==> config.mk <==
export PLATFORM = sky130hd
export DESIGN_NAME = min_max_scanner_flat
export DESIGN_NICKNAME = d
export VERILOG_FILES = /design/src/rtl/min_max_scanner_if.sv /design/src/rtl/min_max_scanner.sv /design/src/flat_wrapper.sv
export SDC_FILE = /design/constraint.sdc
export NUM_CORES = 1
export LEC_CHECK = 0
export CAP_MARGIN = 20
export CELL_PAD_IN_SITES_DETAIL_PLACEMENT = 1
export CELL_PAD_IN_SITES_GLOBAL_PLACEMENT = 1
export CORE_UTILIZATION = 42
export CTS_CLUSTER_DIAMETER = 100
export DETAILED_ROUTE_END_ITERATION = 12
export MAX_ROUTING_LAYER = met4
export PLACE_DENSITY = 0.79
export SYNTH_ARGS = -nofsm -noshare
export SYNTH_HDL_FRONTEND = slang
export SYNTH_SLANG_ARGS = --single-unit
export TNS_END_PERCENT = 5
==> constraint.sdc <==
create_clock -name clk -period 3.8 [get_ports clk]
set_clock_uncertainty 0.1 [all_clocks]
set_input_delay 0.76 -clock clk [delete_from_list [all_inputs] [get_ports clk]]
set_output_delay 0.76 -clock clk [all_outputs]
set_load 0.03 [all_outputs]
==> src/rtl/min_max_scanner_if.sv <==
// Sample-stream and result bundle for the frame min/max scanner.
interface min_max_scanner_if #(
    parameter int unsigned WIDTH = 4,
    parameter int unsigned IDX_W = 3
);
    logic             start;
    logic             in_valid;
    logic [WIDTH-1:0] in_data;
    logic             in_ready;
    logic             busy;
    logic             done;
    logic [WIDTH-1:0] max_val;
    logic [IDX_W-1:0] max_idx;
    logic [WIDTH-1:0] min_val;
    logic [IDX_W-1:0] min_idx;

    // Source/consumer side: launches frames, feeds samples, reads results
    modport master (
        output start, in_valid, in_data,
        input  in_ready, busy, done, max_val, max_idx, min_val, min_idx
    );

    // Scanner side
    modport slave (
        input  start, in_valid, in_data,
        output in_ready, busy, done, max_val, max_idx, min_val, min_idx
    );
endinterface

==> src/rtl/min_max_scanner.sv <==
// Frame min/max scanner: one shared unsigned comparator is used first
// against the running max, then against the running min, per sample.
module min_max_scanner #(
    parameter int unsigned WIDTH = 4,
    parameter int unsigned COUNT = 8,
    parameter int unsigned IDX_W = 3
) (
    input  logic              clk,
    input  logic              rst,
    min_max_scanner_if.slave  bus
);
    // One extra bit so the counter can reach COUNT == 2**IDX_W
    localparam int unsigned CNT_W = IDX_W + 1;

    typedef enum logic [2:0] {
        IDLE,
        WAIT,
        CMP_MAX,
        CMP_MIN,
        DONE
    } state_t;

    state_t           state, state_d;
    logic [CNT_W-1:0] cnt, cnt_d;
    logic [WIDTH-1:0] sample, sample_d;
    logic [WIDTH-1:0] max_q, max_d;
    logic [WIDTH-1:0] min_q, min_d;
    logic [IDX_W-1:0] max_idx_q, max_idx_d;
    logic [IDX_W-1:0] min_idx_q, min_idx_d;
    logic             in_ready_q, busy_q, done_q;

    logic [WIDTH-1:0] cmp_a, cmp_b;
    logic             cmp_gt, cmp_lt;

    // Shared strict compare unit; operand B picked by the compare state
    always_comb begin
        cmp_a  = sample;
        cmp_b  = (state == CMP_MIN) ? min_q : max_q;
        cmp_gt = (cmp_a > cmp_b);
        cmp_lt = (cmp_a < cmp_b);
    end

    // Next-state and datapath updates
    always_comb begin
        state_d   = state;
        cnt_d     = cnt;
        sample_d  = sample;
        max_d     = max_q;
        max_idx_d = max_idx_q;
        min_d     = min_q;
        min_idx_d = min_idx_q;

        case (state)
            IDLE: begin
                if (bus.start) begin
                    cnt_d   = '0;
                    state_d = WAIT;
                end
            end
            WAIT: begin
                if (bus.in_valid && in_ready_q) begin
                    if (cnt == '0) begin
                        // First sample seeds both extremes
                        max_d     = bus.in_data;
                        min_d     = bus.in_data;
                        max_idx_d = '0;
                        min_idx_d = '0;
                        cnt_d     = CNT_W'(1);
                        state_d   = (COUNT == 1) ? DONE : WAIT;
                    end else begin
                        sample_d = bus.in_data;
                        state_d  = CMP_MAX;
                    end
                end
            end
            CMP_MAX: begin
                if (cmp_gt) begin
                    max_d     = sample;
                    max_idx_d = cnt[IDX_W-1:0];
                end
                state_d = CMP_MIN;
            end
            CMP_MIN: begin
                if (cmp_lt) begin
                    min_d     = sample;
                    min_idx_d = cnt[IDX_W-1:0];
                end
                cnt_d   = cnt + CNT_W'(1);
                state_d = (cnt_d == CNT_W'(COUNT)) ? DONE : WAIT;
            end
            DONE: begin
                state_d = IDLE;
            end
            default: begin
                state_d = IDLE;
            end
        endcase
    end

    // State, datapath and status registers; status flags decode the next state
    always_ff @(posedge clk or posedge rst) begin
        if (rst) begin
            state      <= IDLE;
            cnt        <= '0;
            sample     <= '0;
            max_q      <= '0;
            max_idx_q  <= '0;
            min_q      <= '0;
            min_idx_q  <= '0;
            in_ready_q <= 1'b0;
            busy_q     <= 1'b0;
            done_q     <= 1'b0;
        end else begin
            state      <= state_d;
            cnt        <= cnt_d;
            sample     <= sample_d;
            max_q      <= max_d;
            max_idx_q  <= max_idx_d;
            min_q      <= min_d;
            min_idx_q  <= min_idx_d;
            in_ready_q <= (state_d == WAIT);
            busy_q     <= (state_d != IDLE);
            done_q     <= (state_d == DONE);
        end
    end

    assign bus.in_ready = in_ready_q;
    assign bus.busy     = busy_q;
    assign bus.done     = done_q;
    assign bus.max_val  = max_q;
    assign bus.max_idx  = max_idx_q;
    assign bus.min_val  = min_q;
    assign bus.min_idx  = min_idx_q;

endmodule

==> src/flat_wrapper.sv <==
// flat-port wrapper written by rule: the top's interface ports become plain ports
module min_max_scanner_flat 
#(
    parameter int unsigned WIDTH = 4,
    parameter int unsigned COUNT = 8,
    parameter int unsigned IDX_W = 3
)
  (clk, rst, bus_start, bus_in_valid, bus_in_data, bus_in_ready, bus_busy, bus_done, bus_max_val, bus_max_idx, bus_min_val, bus_min_idx);
  min_max_scanner_if #(.WIDTH(WIDTH), .IDX_W(IDX_W)) bus_i ();
  input  logic clk;
  input  logic rst;
  input wire logic [$bits(bus_i.start)-1:0] bus_start;
  input wire logic [$bits(bus_i.in_valid)-1:0] bus_in_valid;
  input wire logic [$bits(bus_i.in_data)-1:0] bus_in_data;
  output wire logic [$bits(bus_i.in_ready)-1:0] bus_in_ready;
  output wire logic [$bits(bus_i.busy)-1:0] bus_busy;
  output wire logic [$bits(bus_i.done)-1:0] bus_done;
  output wire logic [$bits(bus_i.max_val)-1:0] bus_max_val;
  output wire logic [$bits(bus_i.max_idx)-1:0] bus_max_idx;
  output wire logic [$bits(bus_i.min_val)-1:0] bus_min_val;
  output wire logic [$bits(bus_i.min_idx)-1:0] bus_min_idx;
  assign bus_i.start = bus_start;
  assign bus_i.in_valid = bus_in_valid;
  assign bus_i.in_data = bus_in_data;
  assign bus_in_ready = bus_i.in_ready;
  assign bus_busy = bus_i.busy;
  assign bus_done = bus_i.done;
  assign bus_max_val = bus_i.max_val;
  assign bus_max_idx = bus_i.max_idx;
  assign bus_min_val = bus_i.min_val;
  assign bus_min_idx = bus_i.min_idx;
  min_max_scanner #(.WIDTH(WIDTH), .COUNT(COUNT), .IDX_W(IDX_W)) u_core (.clk(clk), .rst(rst), .bus(bus_i));
endmodule
==> results of run 1 <==
-- power by group through the flow --
stage	combinational [mW]	clock (mW)	sequential [mW]
6_report	1.00	0.202	0.538
5_1_grt	1.09	0.218	0.550
4_1_cts	1.01	0.206	0.535
3_5_place_dp	1.01	0	0.542
3_3_place_gp	0.971	0	0.532
2_1_floorplan	0.624	0	0.629
-- synthesized netlist by cell type, drive strengths merged --
library cell	instances
a221o	1
a22o	1
o22ai	1
mux2i	5
mux2	17
inv	8
and3	2
clkbuf	1
a211o	1
a21oi	7
dfrtp	28
o21ai	4
nor2	6
buf	2
nor3	1
a311oi	1
a21o	1
nand2	18
nand3	2
o211a	1
nor3b	3
o41ai	1
o31ai	1
nand4	4
or3	4
xor2	1
ha	6
nand3b	1
a21bo	3
-- state kept, by name, summed over array words and instances (netlist names) --
name	cells
u_core.bus.busy	1
u_core.bus.done	1
u_core.bus.in_ready	1
u_core.bus.max_idx	3
u_core.bus.max_val	4
u_core.bus.min_idx	3
u_core.bus.min_val	4
u_core.cmp_a	4
u_core.cnt	4
u_core.state	3
-- logic make-up after synthesis --
group	count (synthesis)	synth area share, %
simple gates	41	14.53
mux	22	18.10
xor+xnor	1	0.5683
compound gates	23	13.23
buf+inv	11	3.246
fa+ha+maj	6	4.870
flops	28	45.45
-- per-stage QoR --
stage	setup WS, ps	std cells	total power, mW	hold slack, ps	instance area [µm²]
floorplan	1098	132	1.253	392.7	1541
global placement	829.6	199	1.503	375.6	1819
detailed placement	635.7	199	1.550	368.1	1819
CTS	640.0	203	1.751	408.0	1872
global route	439.4	204	1.854	442.5	1899
finish	646.6	204	1.742	415.4	1899
-- worst paths after layout --
path	slack [ps]	startpoint	to	cells past startpoint
hold reg to reg	420	u_core.bus.max_idx[1]	u_core.bus.max_idx[1]	1
hold / removal	420	u_core.bus.max_idx[1]	u_core.bus.max_idx[1]	1
max in group asynchronous	2460	rst	u_core.bus.min_val[1]	3
min in group asynchronous	660	rst	u_core.bus.in_ready	2
setup / recovery	650	u_core.state[1]	u_core.bus.max_val[0]	8
setup reg to reg	650	u_core.state[1]	u_core.bus.max_val[0]	8
-- per-layer routing --
metal / GRT usage [%] / share of wire [%] / wire length [µm]
met5: - / 0 / 0
met1: 25.73 / 45 / 1638
met4: 7.849 / 1.6 / 59
met3: 2.920 / 2.6 / 95
met2: 34.78 / 51 / 1855
-- area by class of cell --
type                    count  area share (%)
repair buffers             25           14.10
flip-flops and latches     28           36.89
clock buffers               3           1.186
well taps                  46           3.030
inverters                   8           1.581
multi-input cells          93           41.63
clock inverters             1           1.581
-- critical path, stage by stage, from the launching register on --
cell and delay (ps):
dfrtp_1 490, inv_1 130, nor3_2 610, mux2i_1 270, ha_1 280, a21oi_1 190
o21ai_2 150, o31ai_4 490, mux2_4 340
==> key figures, run 1 <==
Route
  – Routed wire length: 3649 µm
  – Antenna violation net count after detailed routing: 0
  – DR WL/cell: 17.89 µm
  – Number of vias per cell: roughly 5.4
  – First-pass detailed-route iteration total: 4
  – DRC Markers: 0
  – Vias: 1110
  – DRT iter0 DRCs: 44

CTS
  – PostCTS Resize Cnt: 0
  – CTS Sinks: 28
  – CTS Buf Count: 3
  – Clock transition at path regs: 160 ps
  – H-tree depth: 1
  – Clock Tree Buf Depth: 2
  – CTS tree: built
  – Root Buffer: clkbuf_4
  – Clk_lat worst skew: approximately 340 ps
  – CTS Hold Bufs: 0
  – Post-CTS Setup Bufs: 0

Logic synthesis
  – Largest cells by area after synthesis: dfrtp_1 (45%), mux2_4 (9.7%), ha_1 (4.9%)
  – Syn Nets: 146
  – YS warnings: 0
  – Cells after Synth: 132
  – Post-synthesis sequential area ratio: 45.45%
  – Post-synthesis cell type count: 39
  – Top cell type's share of synthesized area: 45.45%
  – Mapped cell area: 1541 µm²
  – Syn Area/Cell: 11.68 µm²
  – Yosys top cell by area: dfrtp_1
  – FF+latch count, synth: 28

STA
  – Final number of max-transition violations: 0
  – # setup viols final: 0
  – Worst slew margin: 53.15%
  – Setup TNS Final: 0 ps
  – Final period util: 82.99%
  – Worst slew pin tran: ~700 ps
  – Final Hold Viols: 0
  – RSZ-0062 raised after global routing: no
  – Tmin final: 3153 ps
  – Peak Freq: 317.1 MHz

Power
  – Cell Pwr Density: 917.1 nW/µm²
  – Leak: 0.8704 nW
  – Sw power: 0.7609 mW
  – Part of the power in registers: just over 30%
  – Sw frac: 43.68%
  – Comb power frac: 57.5%
  – Max VDD drop: 0.3698 mV
  – Int Power: 0.9811 mW
  – Clk pwr share: 11.6%

Place
  – I/O Buffers: 24
  – Routability cong.: 0.8813
  – DP HPWL: 2670 µm

Flow run
  – Maxcap violations: 0

Floorplanning
  – Core Region: 3416 µm²
  – FP Rows: 21
  – Initial core utilization: between 40 and 50%
  – IO Count: 25
  – Die area: 3916 µm²
  – Die X: 62.58 µm
  – Die Height: roughly 63 µm

Critical path
  – Max FO, Critical Path: 10
  – Critical Path End Type: flip-flop
  – Worst Setup Path Type: flip-flop to flip-flop
  – CP startpoint kind: flip-flop
  – Critical path data required time: 3950 ps
  – Arr. time, crit path: roughly 3300 ps

Hold path
  – Worst hold path class: flip-flop to flip-flop

Finish
  – Area of the multi-input gates: ~790 µm²
  – Fillers: between 300 and 400
  – Synthesis-to-layout area growth: 23.21%
  – Finished Core Util: 55.60%
  – Sequential standard cell area: approximately 700 µm²
  – Commonest non-fill, non-tap cell in the layout: dfrtp_1
  – N_diodes: 0
  – Layout cells sized above 1: 17.72%
  – Net count, final: 173
  – Most frequent cells in the layout: dfrtp_1 (28), clkdlybuf4s50_1 (24), nand2_1 (18)

Status
  – Status: finished clean

Global routing
  – Overflow left after global routing: 0
  – Overall global routing resource usage: about a fifth
  – Largest net degree at the start of global routing: 29
  – Vias in the first global route: ~1300
  – Antenna violations before repair: 0
  – First-pass GRT wire length: slightly above 6000 µm
No activity file was read; power rests on OpenSTA's default activity.
==> run 2: changes to the inputs <==
==> constraint.sdc (replaced) <==
create_clock -name clk -period 3.05 [get_ports clk]
set_clock_uncertainty 0.1 [all_clocks]
set_input_delay 0.61 -clock clk [delete_from_list [all_inputs] [get_ports clk]]
set_output_delay 0.61 -clock clk [all_outputs]
set_load 0.03 [all_outputs]
==> key figures, run 2 (same netlist as run 1, synthesis figures left out) <==
Place
  – I/O Buffers: 24 (unchanged)
  – DP HPWL: 2797 µm (was 2670 µm)
  – Placed inst area: 1864 µm² (was 1819 µm²)
  – Routability cong.: 0.8314 (was 0.8813)

Floorplanning
  – Initial core utilization: 45.13% (unchanged)
  – Core Region: 3416 µm² (unchanged)
  – Die X: 62.58 µm (unchanged)
  – FP Rows: 21 (unchanged)
  – Die area: 3916 µm² (unchanged)
  – Die Height: 62.58 µm (unchanged)
  – IO Count: 25 (unchanged)

Route
  – Routed wire length: 3665 µm (was 3649 µm)
  – DR WL/cell: 17.54 µm (was 17.89 µm)
  – Vias: 1160 (was 1110)
  – First-pass detailed-route iteration total: 4 (unchanged)
  – Antenna violation net count after detailed routing: 0 (unchanged)
  – DRC Markers: 0 (unchanged)
  – Number of vias per cell: 5.550 (was 5.441)
  – DRT iter0 DRCs: 52 (was 44)

Global routing
  – Antenna violations before repair: 0 (unchanged)
  – First-pass GRT wire length: 6410 µm (was 6154 µm)
  – Overall global routing resource usage: 21.64% (was 20.90%)
  – Overflow left after global routing: 0 (unchanged)
  – Vias in the first global route: 1283 (was 1250)
  – Largest net degree at the start of global routing: 29 (unchanged)

Finish
  – Most frequent cells in the layout: dfrtp_1 (28), clkdlybuf4s50_1 (24), nand2_1 (18) (unchanged)
  – Fin area: 1901 µm² (was 1899 µm²)
  – N_diodes: 0 (unchanged)
  – Synthesis-to-layout area growth: 23.30% (was 23.21%)
  – Layout cells sized above 1: 20.25% (was 17.72%)
  – Commonest non-fill, non-tap cell in the layout: dfrtp_1 (unchanged)
  – Net count, final: 178 (was 173)

Critical path
  – Critical path data required time: 3190 ps (was 3950 ps)
  – Arr. time, crit path: 2910 ps (was 3300 ps)
  – CP startpoint kind: flip-flop (unchanged)
  – Worst Setup Path Type: flip-flop to flip-flop (unchanged)
  – Max FO, Critical Path: 10 (unchanged)
  – Critical Path End Type: flip-flop (unchanged)

Power
  – Leak: 0.8797 nW (was 0.8704 nW)
  – Part of the power in registers: 30.8% (was 30.9%)
  – Cell Pwr Density: 1132 nW/µm² (was 917.1 nW/µm²)
  – Clk pwr share: 8.6% (was 11.6%)
  – Comb power frac: 60.6% (was 57.5%)
  – Sw power: 0.9532 mW (was 0.7609 mW)
  – Max VDD drop: 0.4852 mV (was 0.3698 mV)
  – Int Power: 1.199 mW (was 0.9811 mW)
  – Sw frac: 44.29% (was 43.68%)

STA
  – Final number of max-transition violations: 0 (unchanged)
  – Worst slew pin tran: 479.8 ps (was 699.0 ps)
  – # setup viols final: 0 (unchanged)
  – Worst slew margin: 67.89% (was 53.15%)
  – Setup TNS Final: 0 ps (unchanged)
  – RSZ-0062 raised after global routing: no (unchanged)
  – Final period util: 90.64% (was 82.99%)
  – Peak Freq: 361.7 MHz (was 317.1 MHz)
  – Tmin final: 2765 ps (was 3153 ps)
  – Final Hold Viols: 0 (unchanged)

Hold path
  – Worst hold path class: flip-flop to flip-flop (unchanged)

CTS
  – Root Buffer: clkbuf_4 (unchanged)
  – CTS Buf Count: 3 (unchanged)
  – Clock Tree Buf Depth: 2 (unchanged)
  – PostCTS Resize Cnt: 0 (unchanged)
  – CTS tree: built (unchanged)
  – Post-CTS Setup Bufs: 0 (unchanged)
  – CTS Sinks: 28 (unchanged)
  – Clock transition at path regs: 150 ps (was 160 ps)
  – H-tree depth: 1 (unchanged)
  – CTS Hold Bufs: 0 (unchanged)
  – Clk_lat worst skew: 330 ps (was 340 ps)

Flow run
  – Maxcap violations: 0 (unchanged)

Status
  – Status: finished clean (unchanged)
==> run 2: changes by cell type in the layout (fill, tap and decap cells not counted) <==
cell / previous run / this run
buf_4: 0 / 6
buf_16: 1 / 0
bufinv_16: 1 / 0
clkbuf_8: 0 / 1
==> run 2: final timing paths <==
path	end	startpoint	cells after the start	slack (ps)
setup / recovery	u_core.bus.max_val[2]	u_core.state[1]	10	290
hold / removal	u_core.bus.max_idx[0]	u_core.bus.max_idx[0]	1	400
setup reg to reg	u_core.bus.max_val[2]	u_core.state[1]	10	290
hold reg to reg	u_core.bus.max_idx[0]	u_core.bus.max_idx[0]	1	400
max in group asynchronous	u_core.state[0]	rst	3	2060
min in group asynchronous	u_core.bus.max_idx[0]	rst	3	520
==> run 2: final cells by class <==
| type | count | area [µm²] |
|---|---|---|
| Multi-Input combinational cell | 93 | 790.8 |
| Sequential cell | 28 | 700.7 |
| Clock buffer | 4 | 36.28 |
| Tap cell | 46 | 57.56 |
| Fill cell | 382 | 1515 |
| Inverter | 8 | 30.03 |
| Timing Repair Buffer | 30 | 285.3 |
==> run 2: critical path, cell delays in order, from the launching register on <==
cell and delay (ps):
dfrtp_1 480, inv_1 120, nor3_2 180, buf_4 220, mux2i_1 240, ha_1 290, a21oi_1 170, o21ai_2 150
o31ai_4 250, buf_4 180, mux2_4 300
==> run 2: power groups by stage <==
stage / registers [mW] / logic (mW) / clock network [mW]
final: 0.663 / 1.30 / 0.185
after global routing: 0.688 / 1.40 / 0.208
after CTS: 0.662 / 1.32 / 0.192
after detailed placement: 0.671 / 1.31 / 0
after global placement: 0.661 / 1.26 / 0
after floorplan: 0.784 / 0.777 / 0
==> run 2: layer usage <==
layer,track usage [%],share of wire [%],vias to the layer above
met5,-,0,-
met4,6.686,1.4,0
met3,3.650,3.2,6
met2,36.68,54,24
met1,26.26,42,598
li1,-,-,532
==> run 2: per-stage QoR <==
step           util [%]  std cells  setup slack (ps)  total power [mW]  hold WS, ps
2_1_floorplan         -        132             347.6             1.561        392.7
5_1_grt           55.64        209             142.9             2.292        432.2
6_report          55.64        209             285.4             2.152        403.3
3_3_place_gp      54.58        205             366.0             1.926        369.2
4_1_cts           55.64        209             269.6             2.175        410.6
3_5_place_dp      54.58        205             292.7             1.984        371.9
==> run 3: changes to the inputs <==
--- a/config.mk
+++ b/config.mk
@@ -8,11 +8,12 @@
 export CAP_MARGIN = 20
 export CELL_PAD_IN_SITES_DETAIL_PLACEMENT = 1
 export CELL_PAD_IN_SITES_GLOBAL_PLACEMENT = 1
+export CORE_MARGIN = 4
 export CORE_UTILIZATION = 42
 export CTS_CLUSTER_DIAMETER = 100
 export DETAILED_ROUTE_END_ITERATION = 12
 export MAX_ROUTING_LAYER = met4
-export PLACE_DENSITY = 0.79
+export PLACE_DENSITY_LB_ADDON = 0.1
 export SYNTH_ARGS = -nofsm -noshare
 export SYNTH_HDL_FRONTEND = slang
 export SYNTH_SLANG_ARGS = --single-unit
==> key figures, run 3 (same netlist as run 1, synthesis figures left out) <==
Status
  – Status: finished clean (unchanged)

Route
  – DRT iter0 DRCs: 50 (was 52)
  – Highest metal used: met4 (unchanged)
  – DR WL/cell: 17.08 µm (was 17.54 µm)
  – Number of vias per cell: 5.386 (was 5.550)
  – Metal2 WL: 1766 µm (was 1963 µm)
  – First-pass detailed-route iteration total: 4 (unchanged)
  – Met3 WL: 107 µm (was 118 µm)
  – Met1 wire length: 1600 µm (was 1533 µm)
  – DRC Markers: 0 (unchanged)
  – Antenna violation net count after detailed routing: 0 (unchanged)
  – Vias: 1115 (was 1160)
  – Routed wire length: 3536 µm (was 3665 µm)

Finish
  – Synthesis-to-layout area growth: 23.13% (was 23.30%)
  – Layout cells sized above 1: 19.25% (was 20.25%)
  – N_diodes: 0 (unchanged)
  – Area of the multi-input gates: 790.8 µm² (unchanged)
  – Fin area: 1898 µm² (was 1901 µm²)
  – Sequential standard cell area: 700.7 µm² (unchanged)
  – Net count, final: 177 (was 178)
  – Most frequent cells in the layout: dfrtp_1 (28), clkdlybuf4s50_1 (24), nand2_1 (18) (unchanged)
  – Finished Core Util: 55.14% (was 55.64%)
  – Fillers: 357 (was 382)
  – Commonest non-fill, non-tap cell in the layout: dfrtp_1 (unchanged)

Floorplanning
  – Initial core utilization: 44.78% (was 45.13%)
  – FP Rows: 21 (unchanged)
  – IO Count: 25 (unchanged)
  – Die area: 4703 µm² (was 3916 µm²)
  – Die Height: 68.58 µm (was 62.58 µm)
  – Core Region: 3442 µm² (was 3416 µm²)
  – Die X: 68.58 µm (was 62.58 µm)

Power
  – Sw power: 0.9324 mW (was 0.9532 mW)
  – Part of the power in registers: 31.6% (was 30.8%)
  – Max VDD drop: 0.3906 mV (was 0.4852 mV)
  – Leak: 0.8766 nW (was 0.8797 nW)
  – Int Power: 1.191 mW (was 1.199 mW)
  – Cell Pwr Density: 1119 nW/µm² (was 1132 nW/µm²)
  – Clk pwr share: 9.1% (was 8.6%)
  – Sw frac: 43.90% (was 44.29%)
  – Comb power frac: 59.3% (was 60.6%)

Critical path
  – Critical Path End Type: flip-flop (unchanged)
  – Worst R2R End: u_core.bus.max_val[2] (unchanged)
  – Worst Setup Path Type: flip-flop to flip-flop (unchanged)
  – R2R setup slack: 260 ps (was 290 ps)
  – FF-to-FF Start: u_core.state[0] (was u_core.state[1])
  – Max FO, Critical Path: 7 (was 10)
  – Arr. time, crit path: 2850 ps (was 2910 ps)
  – CP startpoint kind: flip-flop (unchanged)
  – Reg2reg path depth: 9 (was 10)
  – Critical path data required time: 3110 ps (was 3190 ps)

CTS
  – Clock Tree Buf Depth: 2 (unchanged)
  – Post-CTS Setup Bufs: 0 (unchanged)
  – H-tree depth: 1 (unchanged)
  – PostCTS Resize Cnt: 0 (unchanged)
  – Clock transition at path regs: 80 ps (was 150 ps)
  – Root Buffer: clkbuf_8 (was clkbuf_4)
  – CTS Sinks: 28 (unchanged)
  – CTS Buf Count: 3 (unchanged)
  – CTS Hold Bufs: 0 (unchanged)
  – Clk_lat worst skew: 270 ps (was 330 ps)
  – CTS tree: built (unchanged)

Place
  – I/O Buffers: 24 (unchanged)
  – Placed inst area: 1857 µm² (was 1864 µm²)
  – DP HPWL: 2810 µm (was 2797 µm)
  – Routability cong.: 0.8338 (was 0.8314)

Global routing
  – Antenna violations before repair: 0 (unchanged)
  – Overall global routing resource usage: 17.32% (was 21.64%)
  – First-pass GRT wire length: 5892 µm (was 6410 µm)
  – Vias in the first global route: 1185 (was 1283)
  – Overflow left after global routing: 0 (unchanged)
  – Largest net degree at the start of global routing: 29 (unchanged)

Hold path
  – Hold path start: u_core.bus.max_idx[1] (was u_core.bus.max_idx[0])
  – Worst hold path class: flip-flop to flip-flop (unchanged)
  – Min-Delay Endpoint: u_core.bus.max_idx[1] (was u_core.bus.max_idx[0])
  – Hold path depth: 1 (unchanged)

STA
  – Setup TNS Final: 0 ps (unchanged)
  – # setup viols final: 0 (unchanged)
  – Final Hold Viols: 0 (unchanged)
  – Tmin final: 2794 ps (was 2765 ps)
  – RSZ-0062 raised after global routing: no (unchanged)
  – Peak Freq: 357.9 MHz (was 361.7 MHz)
  – Worst slew pin tran: 496.7 ps (was 479.8 ps)
  – Hold WS: 395.8 ps (was 403.3 ps)
  – Final period util: 91.60% (was 90.64%)
  – Final number of max-transition violations: 0 (unchanged)
  – Worst slew margin: 66.76% (was 67.89%)

Flow run
  – Maxcap violations: 0 (unchanged)
[run 3: area by class of cell]
type / count / share of cell area (%)
multi-input combinational: 93 / 41.66
sequential: 28 / 36.91
timing repair buffer: 29 / 14.63
tap: 46 / 3.032
clock buffer: 3 / 2.175
inverter: 8 / 1.582
[run 3: metrics by stage]
stage / cells / worst slack [ps] / power, mW
6_report: 207 / 256.2 / 2.124
4_1_cts: 207 / 268.7 / 2.151
5_1_grt: 207 / 137.7 / 2.285
3_3_place_gp: 204 / 331.6 / 1.911
2_1_floorplan: 132 / 347.6 / 1.561
3_5_place_dp: 204 / 259.1 / 1.950
[run 3: how the worst max path moves through the flow]
stage,slack [ps],cells past startpoint,from,endpoint
finish,260,9,u_core.state[0],u_core.bus.max_val[2]
global route,140,9,u_core.state[0],u_core.bus.max_val[2]
detailed placement,260,9,u_core.state[1],u_core.bus.max_val[2]
global placement,330,9,u_core.state[1],u_core.bus.max_val[3]
CTS,270,9,u_core.state[1],u_core.bus.max_val[2]
floorplan,350,8,u_core.state[1],u_core.bus.max_val[0]
[run 3: power groups by stage]
stage	Clock (mW)	Combinational, mW	Sequential (mW)
after floorplan	0	0.777	0.784
after global placement	0	1.24	0.669
after detailed placement	0	1.27	0.679
after CTS	0.207	1.27	0.671
after global routing	0.219	1.37	0.694
final	0.194	1.26	0.672
[run 3: worst max-delay path, cell delays in order (launching register included)]
cell	delay [ps]
dfrtp_1	490
inv_2	120
nor3_2	180
buf_4	170
mux2i_1	190
ha_1	270
a21oi_1	210
o21ai_2	150
o31ai_4	460
mux2_4	340
[run 3: per-layer routing]
| layer | up-vias | track usage (%) |
|---|---|---|
| met2 | 25 | 28.49 |
| met1 | 553 | 22.06 |
| met3 | 6 | 2.107 |
| met4 | 0 | 5.707 |
| met5 | - | - |
| li1 | 531 | - |
